## src/rtl/ext_irq_ctrl_pkg.sv

```systemverilog
`default_nettype none
// ============================================================================
//  Module   : irq_pkg
//  Purpose  : Shared types and helpers for the external interrupt controller.
//             - irq_state_t : request/service/return state encoding
//             - onehot()    : channel id to one-hot vector (bits >= n are zero)
//  Revision : 1.0  initial release
// ============================================================================
package irq_pkg;

    // Default channel count for the ARM single-cycle core integration.
    localparam int ARM_IRQ_DEFAULT_N = 8;

    // Widest channel vector onehot() can build; NIRQ must not exceed this.
    localparam int c_IRQ_MAX_N = 32;

    typedef enum logic [1:0] {
        IDLE    = 2'd0,
        REQ     = 2'd1,
        SERVICE = 2'd2
    } irq_state_t;

    // Returns a c_IRQ_MAX_N-wide vector with only bit 'id' set, or all zeros
    // when id is outside the n implemented channels.
    function automatic logic [c_IRQ_MAX_N-1:0] onehot(input int unsigned id,
                                                      input int unsigned n);
        logic [c_IRQ_MAX_N-1:0] vec;
        vec = '0;
        if (id < n) begin
            vec[id[$clog2(c_IRQ_MAX_N)-1:0]] = 1'b1;
        end
        return vec;
    endfunction

endpackage
`default_nettype wire

```

## src/rtl/ext_irq_ctrl_if.sv

```systemverilog
`default_nettype none
// ============================================================================
//  Module   : ext_irq_ctrl_if
//  Purpose  : Bundles the peripheral IRQ lines, mask-register write port and
//             the core exception handshake of ext_irq_ctrl.
//  Ports    : irq_in, mask_we, mask_wdata, ExcAck, ERet   (master -> slave)
//             ExtIRQ, irq_id, in_service, irq_ack, mask_q (slave -> master)
//  Modports : master = core/peripheral side, slave = controller
//  Revision : 1.0  initial release
// ============================================================================
interface ext_irq_ctrl_if #(
    parameter int NIRQ = 8,
    parameter int IDW  = $clog2(NIRQ)
);
    logic [NIRQ-1:0] irq_in;
    logic            mask_we;
    logic [NIRQ-1:0] mask_wdata;
    logic            ExcAck;
    logic            ERet;
    logic            ExtIRQ;
    logic [IDW-1:0]  irq_id;
    logic            in_service;
    logic [NIRQ-1:0] irq_ack;
    logic [NIRQ-1:0] mask_q;

    modport master (
        output irq_in, mask_we, mask_wdata, ExcAck, ERet,
        input  ExtIRQ, irq_id, in_service, irq_ack, mask_q
    );

    modport slave (
        input  irq_in, mask_we, mask_wdata, ExcAck, ERet,
        output ExtIRQ, irq_id, in_service, irq_ack, mask_q
    );
endinterface
`default_nettype wire

```

## src/rtl/ext_irq_ctrl_prio_enc.sv

```systemverilog
`default_nettype none
// ============================================================================
//  Module   : irq_prio_enc
//  Purpose  : Fixed-priority encoder, lowest set index wins. Combinational.
//  Ports    : i_eligible (NIRQ) - candidate channels
//             o_any      (1)    - at least one candidate
//             o_id       (IDW)  - lowest set index (0 when none)
//  Revision : 1.0  initial release
// ============================================================================
module irq_prio_enc #(
    parameter int NIRQ = 8,
    parameter int IDW  = $clog2(NIRQ)
) (
    input  logic [NIRQ-1:0] i_eligible,
    output logic            o_any,
    output logic [IDW-1:0]  o_id
);

    // Scanning from the top down lets the lowest set index overwrite last.
    always_comb begin
        o_any = |i_eligible;
        o_id  = '0;
        for (int k = NIRQ - 1; k >= 0; k--) begin
            if (i_eligible[k]) begin
                o_id = IDW'(k);
            end
        end
    end

endmodule
`default_nettype wire

```

## src/rtl/ext_irq_ctrl.sv

```systemverilog
`default_nettype none
// ============================================================================
//  Module   : ext_irq_ctrl
//  Purpose  : NIRQ-channel external interrupt controller. Each channel is
//             edge or level triggered, runtime maskable, fixed priority
//             (lowest index wins). Drives ExtIRQ into the core and runs a
//             request -> service (ExcAck) -> return (ERet) handshake.
//  Ports    : clk   - core clock
//             reset - synchronous active-high reset
//             bus   - ext_irq_ctrl_if.slave (IRQ lines, mask port, handshake)
//  Revision : 1.0  initial release
// ============================================================================
module ext_irq_ctrl
    import irq_pkg::*;
#(
    parameter int              NIRQ       = ARM_IRQ_DEFAULT_N,
    parameter int              IDW        = $clog2(NIRQ),
    parameter logic [NIRQ-1:0] LEVEL_MASK = '0,
    parameter logic [NIRQ-1:0] MASK_RST   = '1
) (
    input  logic                 clk,
    input  logic                 reset,
    ext_irq_ctrl_if.slave        bus
);

    logic [NIRQ-1:0]        r_irqSync;
    logic [NIRQ-1:0]        r_irqPrev;
    logic [NIRQ-1:0]        r_pendEdge;
    logic [NIRQ-1:0]        r_mask;
    logic [NIRQ-1:0]        w_edge;
    logic [NIRQ-1:0]        w_pending;
    logic [NIRQ-1:0]        w_eligible;
    logic                   w_any;
    logic [IDW-1:0]         w_winId;
    logic [c_IRQ_MAX_N-1:0] w_idOneHot;

    irq_state_t             r_state;
    irq_state_t             w_stateNext;
    logic                   r_extIrq;
    logic                   w_extIrqNext;
    logic [IDW-1:0]         r_irqId;
    logic [IDW-1:0]         w_irqIdNext;
    logic                   r_inService;
    logic                   w_inServiceNext;
    logic [NIRQ-1:0]        r_irqAck;
    logic [NIRQ-1:0]        w_irqAckNext;

    // ------------------------------------------------------------------
    // Input stage. Clearing r_irqPrev on reset makes a line that is held
    // high through reset look like a fresh rising edge afterwards.
    // ------------------------------------------------------------------
    always_ff @(posedge clk) begin
        if (reset) begin
            r_irqSync <= '0;
            r_irqPrev <= '0;
        end else begin
            r_irqSync <= bus.irq_in;
            r_irqPrev <= r_irqSync;
        end
    end

    assign w_edge = r_irqSync & ~r_irqPrev;

    // ------------------------------------------------------------------
    // Pending. Edge channels latch until acknowledged; the set term is
    // OR-ed after the clear so an edge in the ack cycle is not lost.
    // Level channels follow the synchronised line directly.
    // ------------------------------------------------------------------
    always_ff @(posedge clk) begin
        if (reset) begin
            r_pendEdge <= '0;
        end else begin
            r_pendEdge <= ((r_pendEdge & ~w_irqAckNext) | w_edge) & ~LEVEL_MASK;
        end
    end

    assign w_pending  = (r_pendEdge & ~LEVEL_MASK) | (r_irqSync & LEVEL_MASK);
    assign w_eligible = w_pending & r_mask;

    // Mask register: written independently of the handshake state.
    always_ff @(posedge clk) begin
        if (reset) begin
            r_mask <= MASK_RST;
        end else if (bus.mask_we) begin
            r_mask <= bus.mask_wdata;
        end
    end

    irq_prio_enc #(
        .NIRQ (NIRQ),
        .IDW  (IDW)
    ) u_prioEnc (
        .i_eligible (w_eligible),
        .o_any      (w_any),
        .o_id       (w_winId)
    );

    assign w_idOneHot = onehot(32'(r_irqId), NIRQ);

    // Only the low NIRQ bits of the helper's fixed-width result are used.
    generate
        if (NIRQ < c_IRQ_MAX_N) begin : g_ohTrim
            logic w_unusedOhHigh;
            assign w_unusedOhHigh = ^w_idOneHot[c_IRQ_MAX_N-1:NIRQ];
        end
    endgenerate

    // ------------------------------------------------------------------
    // Handshake FSM: state and all outputs are registered.
    // ------------------------------------------------------------------
    always_ff @(posedge clk) begin
        if (reset) begin
            r_state     <= IDLE;
            r_extIrq    <= 1'b0;
            r_irqId     <= '0;
            r_inService <= 1'b0;
            r_irqAck    <= '0;
        end else begin
            r_state     <= w_stateNext;
            r_extIrq    <= w_extIrqNext;
            r_irqId     <= w_irqIdNext;
            r_inService <= w_inServiceNext;
            r_irqAck    <= w_irqAckNext;
        end
    end

    always_comb begin
        w_stateNext     = r_state;
        w_extIrqNext    = r_extIrq;
        w_irqIdNext     = r_irqId;
        w_inServiceNext = r_inService;
        w_irqAckNext    = '0;

        case (r_state)
            IDLE: begin
                w_extIrqNext    = 1'b0;
                w_inServiceNext = 1'b0;
                if (w_any) begin
                    w_extIrqNext = 1'b1;
                    w_irqIdNext  = w_winId;
                    w_stateNext  = REQ;
                end
            end
            // Once raised, the request is committed: mask writes or a level
            // source dropping do not withdraw it.
            REQ: begin
                if (bus.ExcAck) begin
                    w_extIrqNext    = 1'b0;
                    w_inServiceNext = 1'b1;
                    w_irqAckNext    = w_idOneHot[NIRQ-1:0];
                    w_stateNext     = SERVICE;
                end
            end
            // No nesting: pending sources wait until ERet returns to IDLE.
            SERVICE: begin
                if (bus.ERet) begin
                    w_inServiceNext = 1'b0;
                    w_stateNext     = IDLE;
                end
            end
            default: begin
                w_extIrqNext    = 1'b0;
                w_inServiceNext = 1'b0;
                w_stateNext     = IDLE;
            end
        endcase
    end

    assign bus.ExtIRQ     = r_extIrq;
    assign bus.irq_id     = r_irqId;
    assign bus.in_service = r_inService;
    assign bus.irq_ack    = r_irqAck;
    assign bus.mask_q     = r_mask;

endmodule
`default_nettype wire

```

## src/flat_wrapper.sv

```systemverilog
// flat-port wrapper written by rule: the top's interface ports become plain ports
module ext_irq_ctrl_flat import irq_pkg::*;
#(
    parameter int              NIRQ       = ARM_IRQ_DEFAULT_N,
    parameter int              IDW        = $clog2(NIRQ),
    parameter logic [NIRQ-1:0] LEVEL_MASK = '0,
    parameter logic [NIRQ-1:0] MASK_RST   = '1
)
  (clk, reset, bus_irq_in, bus_mask_we, bus_mask_wdata, bus_ExcAck, bus_ERet, bus_ExtIRQ, bus_irq_id, bus_in_service, bus_irq_ack, bus_mask_q);
  ext_irq_ctrl_if #(.NIRQ(NIRQ), .IDW(IDW)) bus_i ();
  input  logic clk;
  input  logic reset;
  input wire logic [$bits(bus_i.irq_in)-1:0] bus_irq_in;
  input wire logic [$bits(bus_i.mask_we)-1:0] bus_mask_we;
  input wire logic [$bits(bus_i.mask_wdata)-1:0] bus_mask_wdata;
  input wire logic [$bits(bus_i.ExcAck)-1:0] bus_ExcAck;
  input wire logic [$bits(bus_i.ERet)-1:0] bus_ERet;
  output wire logic [$bits(bus_i.ExtIRQ)-1:0] bus_ExtIRQ;
  output wire logic [$bits(bus_i.irq_id)-1:0] bus_irq_id;
  output wire logic [$bits(bus_i.in_service)-1:0] bus_in_service;
  output wire logic [$bits(bus_i.irq_ack)-1:0] bus_irq_ack;
  output wire logic [$bits(bus_i.mask_q)-1:0] bus_mask_q;
  assign bus_i.irq_in = bus_irq_in;
  assign bus_i.mask_we = bus_mask_we;
  assign bus_i.mask_wdata = bus_mask_wdata;
  assign bus_i.ExcAck = bus_ExcAck;
  assign bus_i.ERet = bus_ERet;
  assign bus_ExtIRQ = bus_i.ExtIRQ;
  assign bus_irq_id = bus_i.irq_id;
  assign bus_in_service = bus_i.in_service;
  assign bus_irq_ack = bus_i.irq_ack;
  assign bus_mask_q = bus_i.mask_q;
  ext_irq_ctrl #(.NIRQ(NIRQ), .IDW(IDW), .LEVEL_MASK(LEVEL_MASK), .MASK_RST(MASK_RST)) u_core (.clk(clk), .reset(reset), .bus(bus_i));
endmodule
```

## config.mk

```make
export PLATFORM = sky130hd
export DESIGN_NAME = ext_irq_ctrl_flat
export DESIGN_NICKNAME = d
export VERILOG_FILES = /design/src/rtl/ext_irq_ctrl_pkg.sv /design/src/rtl/ext_irq_ctrl_if.sv /design/src/rtl/ext_irq_ctrl_prio_enc.sv /design/src/rtl/ext_irq_ctrl.sv /design/src/flat_wrapper.sv
export SDC_FILE = /design/constraint.sdc
export NUM_CORES = 1
export LEC_CHECK = 0
export ABC_AREA = 1
export CAP_MARGIN = 30
export CORE_MARGIN = 2
export CORE_UTILIZATION = 35
export CTS_BUF_LIST = sky130_fd_sc_hd__clkbuf_16
export CTS_CLUSTER_SIZE = 20
export DETAILED_ROUTE_END_ITERATION = 8
export PLACE_DENSITY = 0.67
export RECOVER_POWER = 50
export SLEW_MARGIN = 0
export SYNTH_ARGS = -nofsm -noshare
export SYNTH_HDL_FRONTEND = slang
export SYNTH_SLANG_ARGS = --single-unit
```

## constraint.sdc

```tcl
create_clock -name clk -period 1.85 [get_ports clk]
set_input_delay 0.37 -clock clk [delete_from_list [all_inputs] [get_ports clk]]
set_output_delay 0.37 -clock clk [all_outputs]
set_load 0.005 [all_outputs]
```

==> flow_metrics.env <==
export IMPL_status="complete, no violations"
export IMPL_clock_latency_ps=290
export IMPL_die_h_um=72.0
export IMPL_synth_top_cells_by_count="49 x nor2_1, 47 x dfxtp_1, 47 x nand2_1"
export IMPL_drt_total_wl_um=3060
export IMPL_place_ws_ps=252
export IMPL_cts_root_buf="clkbuf_16"
export IMPL_synthCells=208
export IMPL_cp_end_kind="primary output"
export IMPL_grt_pass1_wl_um=5070
export IMPL_die_area_sq_um=5180
export IMPL_fin_setup_tns_ps=0
export IMPL_crit_slowest_cell="clkdlybuf4s50_1"
export IMPL_yosysTopAreaCell="dfxtp_1"
export IMPL_initial_core_util=0.366
export IMPL_fin_worst_skew_ps=9.72
export IMPL_cts_max_level=2
export IMPL_slowest_delay_ps=560
export IMPL_vias=1314
export IMPL_cts_tree="built"
export IMPL_ir_worst_vdd_uv=433
export IMPL_crit_chain="clkdlybuf4s50_1"
export IMPL_worstSetupPathType="reg -> out"
export IMPL_hold_ws_ps=427
export IMPL_dr_wl_met3_um=183
export IMPL_rows=24
export IMPL_path_delay_family="buffers and inverters"
export IMPL_syn_avg_cell_area_sq_um=7.78
export IMPL_period_minus_slack_ps=1660
export IMPL_grt_pass1_vias=1162
export IMPL_synth_seq_cells=47
export IMPL_worstPathMaxFanout=6
export IMPL_die_w_um=72.0
export IMPL_post_dp_hpwl_um=2270
export IMPL_syn_area_sq_um=1620
export IMPL_core_area_sq_um=4410
export IMPL_cts_setup_buffers=0
export IMPL_wire_per_inst_um=10.1
export IMPL_setup_viol_count_final=0
export IMPL_cp_data_required_time_ps=1480
export IMPL_drtIter0Drc=82
export IMPL_grt_start_max_net_pins=37
export IMPL_multi_input_area_sq_um=547
export IMPL_wl_met1_um=1410
export IMPL_grt_util_all_layers=0.129
export IMPL_fmax_mhz=603
export IMPL_timing_hold_violations_final=0
export IMPL_tightest_slew_ps=667
export IMPL_clk_path_buf_depth=2
export IMPL_port_buffers=41
export IMPL_yosysSeqAreaShare=0.582
export IMPL_cp_arrival_ps=1290
export IMPL_cts_clk_slew_worst_paths_ps=60
export IMPL_cts_inserted_buffers=5
export IMPL_synth_top_area_share=0.582
export IMPL_finish_utilization=0.506
export IMPL_min_path_type="reg -> reg"
export IMPL_yosys_cell_types_count=16
export IMPL_synth_fp_nets=229
export IMPL_slew_headroom=0.556
export IMPL_syn_to_final_growth_pct=38.0
export IMPL_slew_viol_final=0
export IMPL_drcViolationCount=0
export IMPL_yosysMostFrequentCell="nor2_1"
export IMPL_overflow=0
export IMPL_synth_edf_count=0
export IMPL_ys_warn_count=0
export IMPL_globalplace_congestion=0.792
export IMPL_synthArstFlopShare=0
export IMPL_clock_sinks=47
export IMPL_routed_wl_met2_um=1420
export IMPL_drive_gt1_frac=0.0476
export IMPL_antenna_found_initial=0
export IMPL_start_kind="register"
export IMPL_post_route_period_util=0.896
export IMPL_seqCellArea_sq_um=941
export IMPL_cts_hold_buf=0
export IMPL_p_per_area_nw_per_um2=1070
export IMPL_viasPerCell=4.32
export IMPL_num_nets_final=273
export IMPL_io_pins=42
export IMPL_total_leakage_power_nw=1.03
export IMPL_fin_ws_ps=191
export IMPL_cts_resized_gates=0
export IMPL_dr_pass1_iters=4
export IMPL_fillers=429
export IMPL_synth_area_leaders="dfxtp_1 58%, nor2_1 11%, nand2_1 11%"
export IMPL_antenna_cells=0
export IMPL_antenna_left=0
export IMPL_grt_setup_unrepaired="false"
export IMPL_highest_layer="met4"
export IMPL_cap_viol_max_count=0
export IMPL_fin_total_pwr_mw=2.39
export IMPL_synthFlopType="dfxtp_1"
export IMPL_critPathBufInv=1
-- kinds of logic after synthesis --
family / synth area share
AO/OA/AOI/OAI: 0.0704
buffers and inverters: 0.0781
flip-flops: 0.582
AND/OR/NAND/NOR: 0.270
-- report_power, final --
group	switching, mW	internal, mW	total (mW)	leakage, nW
sequential	0.0504	1.08	1.13	0.388
combinational	0.140	0.155	0.295	0.562
clock	0.338	0.624	0.962	0.0811
total	0.529	1.86	2.39	1.03
-- placed cells by master, fill, tap and decap left out --
cell type | Yosys | layout
a21oi_2 | 2 | 1
bufinv_16 | 0 | 1
or3_1 | 1 | 1
clkbuf_16 | 0 | 5
nand3b_1 | 1 | 1
clkbuf_2 | 0 | 1
a21oi_1 | 12 | 13
o211a_1 | 1 | 1
inv_1 | 26 | 27
buf_4 | 0 | 1
nor2_2 | 2 | 2
nand2_1 | 47 | 47
clkdlybuf4s50_1 | 0 | 40
nor2_1 | 49 | 49
nand3_1 | 8 | 8
o21ai_0 | 4 | 4
dfxtp_1 | 47 | 47
a31oi_1 | 1 | 1
dlygate4sd3_1 | 0 | 1
nand3_2 | 1 | 1
-- sequential cells by signal, summed over array words and instances, names as in the netlist --
register and cells:
u_core.bus.irq_ack 8, u_core.bus.mask_q 8, u_core.r_irqPrev 8, u_core.r_irqSync 8, u_core.r_pendEdge 8, u_core.bus.irq_id 3, u_core.r_state 2, u_core.bus.ExtIRQ 1
u_core.bus.in_service 1
-- path summary, 6_finish.rpt --
path	slack [ps]	depth (start not counted)	endpoint	start
setup / recovery	190	1	bus_irq_id[1]	u_core.bus.irq_id[1]
hold / removal	430	2	u_core.r_irqPrev[3]	u_core.r_irqSync[3]
setup reg to reg	700	5	u_core.r_pendEdge[4]	u_core.r_state[0]
hold reg to reg	430	2	u_core.r_irqPrev[3]	u_core.r_irqSync[3]
-- cell type report --
type	count	share of cell area
clock buffers	5	0.0561
clock inverters	2	0.0151
inverters	26	0.0437
multi-input cells	129	0.245
flip-flops and latches	47	0.422
well taps	52	0.0291
repair buffers	43	0.189
-- metal layers --
metal  up-vias  track usage
li1        718            -
met1       563        0.157
met2        27        0.204
met3         6       0.0514
met4         0       0.0566
met5         -            0
-- metrics by stage --
stage | instances | cell area [sq um]
after floorplan | 208 | 1620
after global placement | 297 | 2090
after detailed placement | 297 | 2090
after CTS | 304 | 2250
after global routing | 304 | 2230
final | 304 | 2230
No activity file was read; power rests on OpenSTA's default activity.
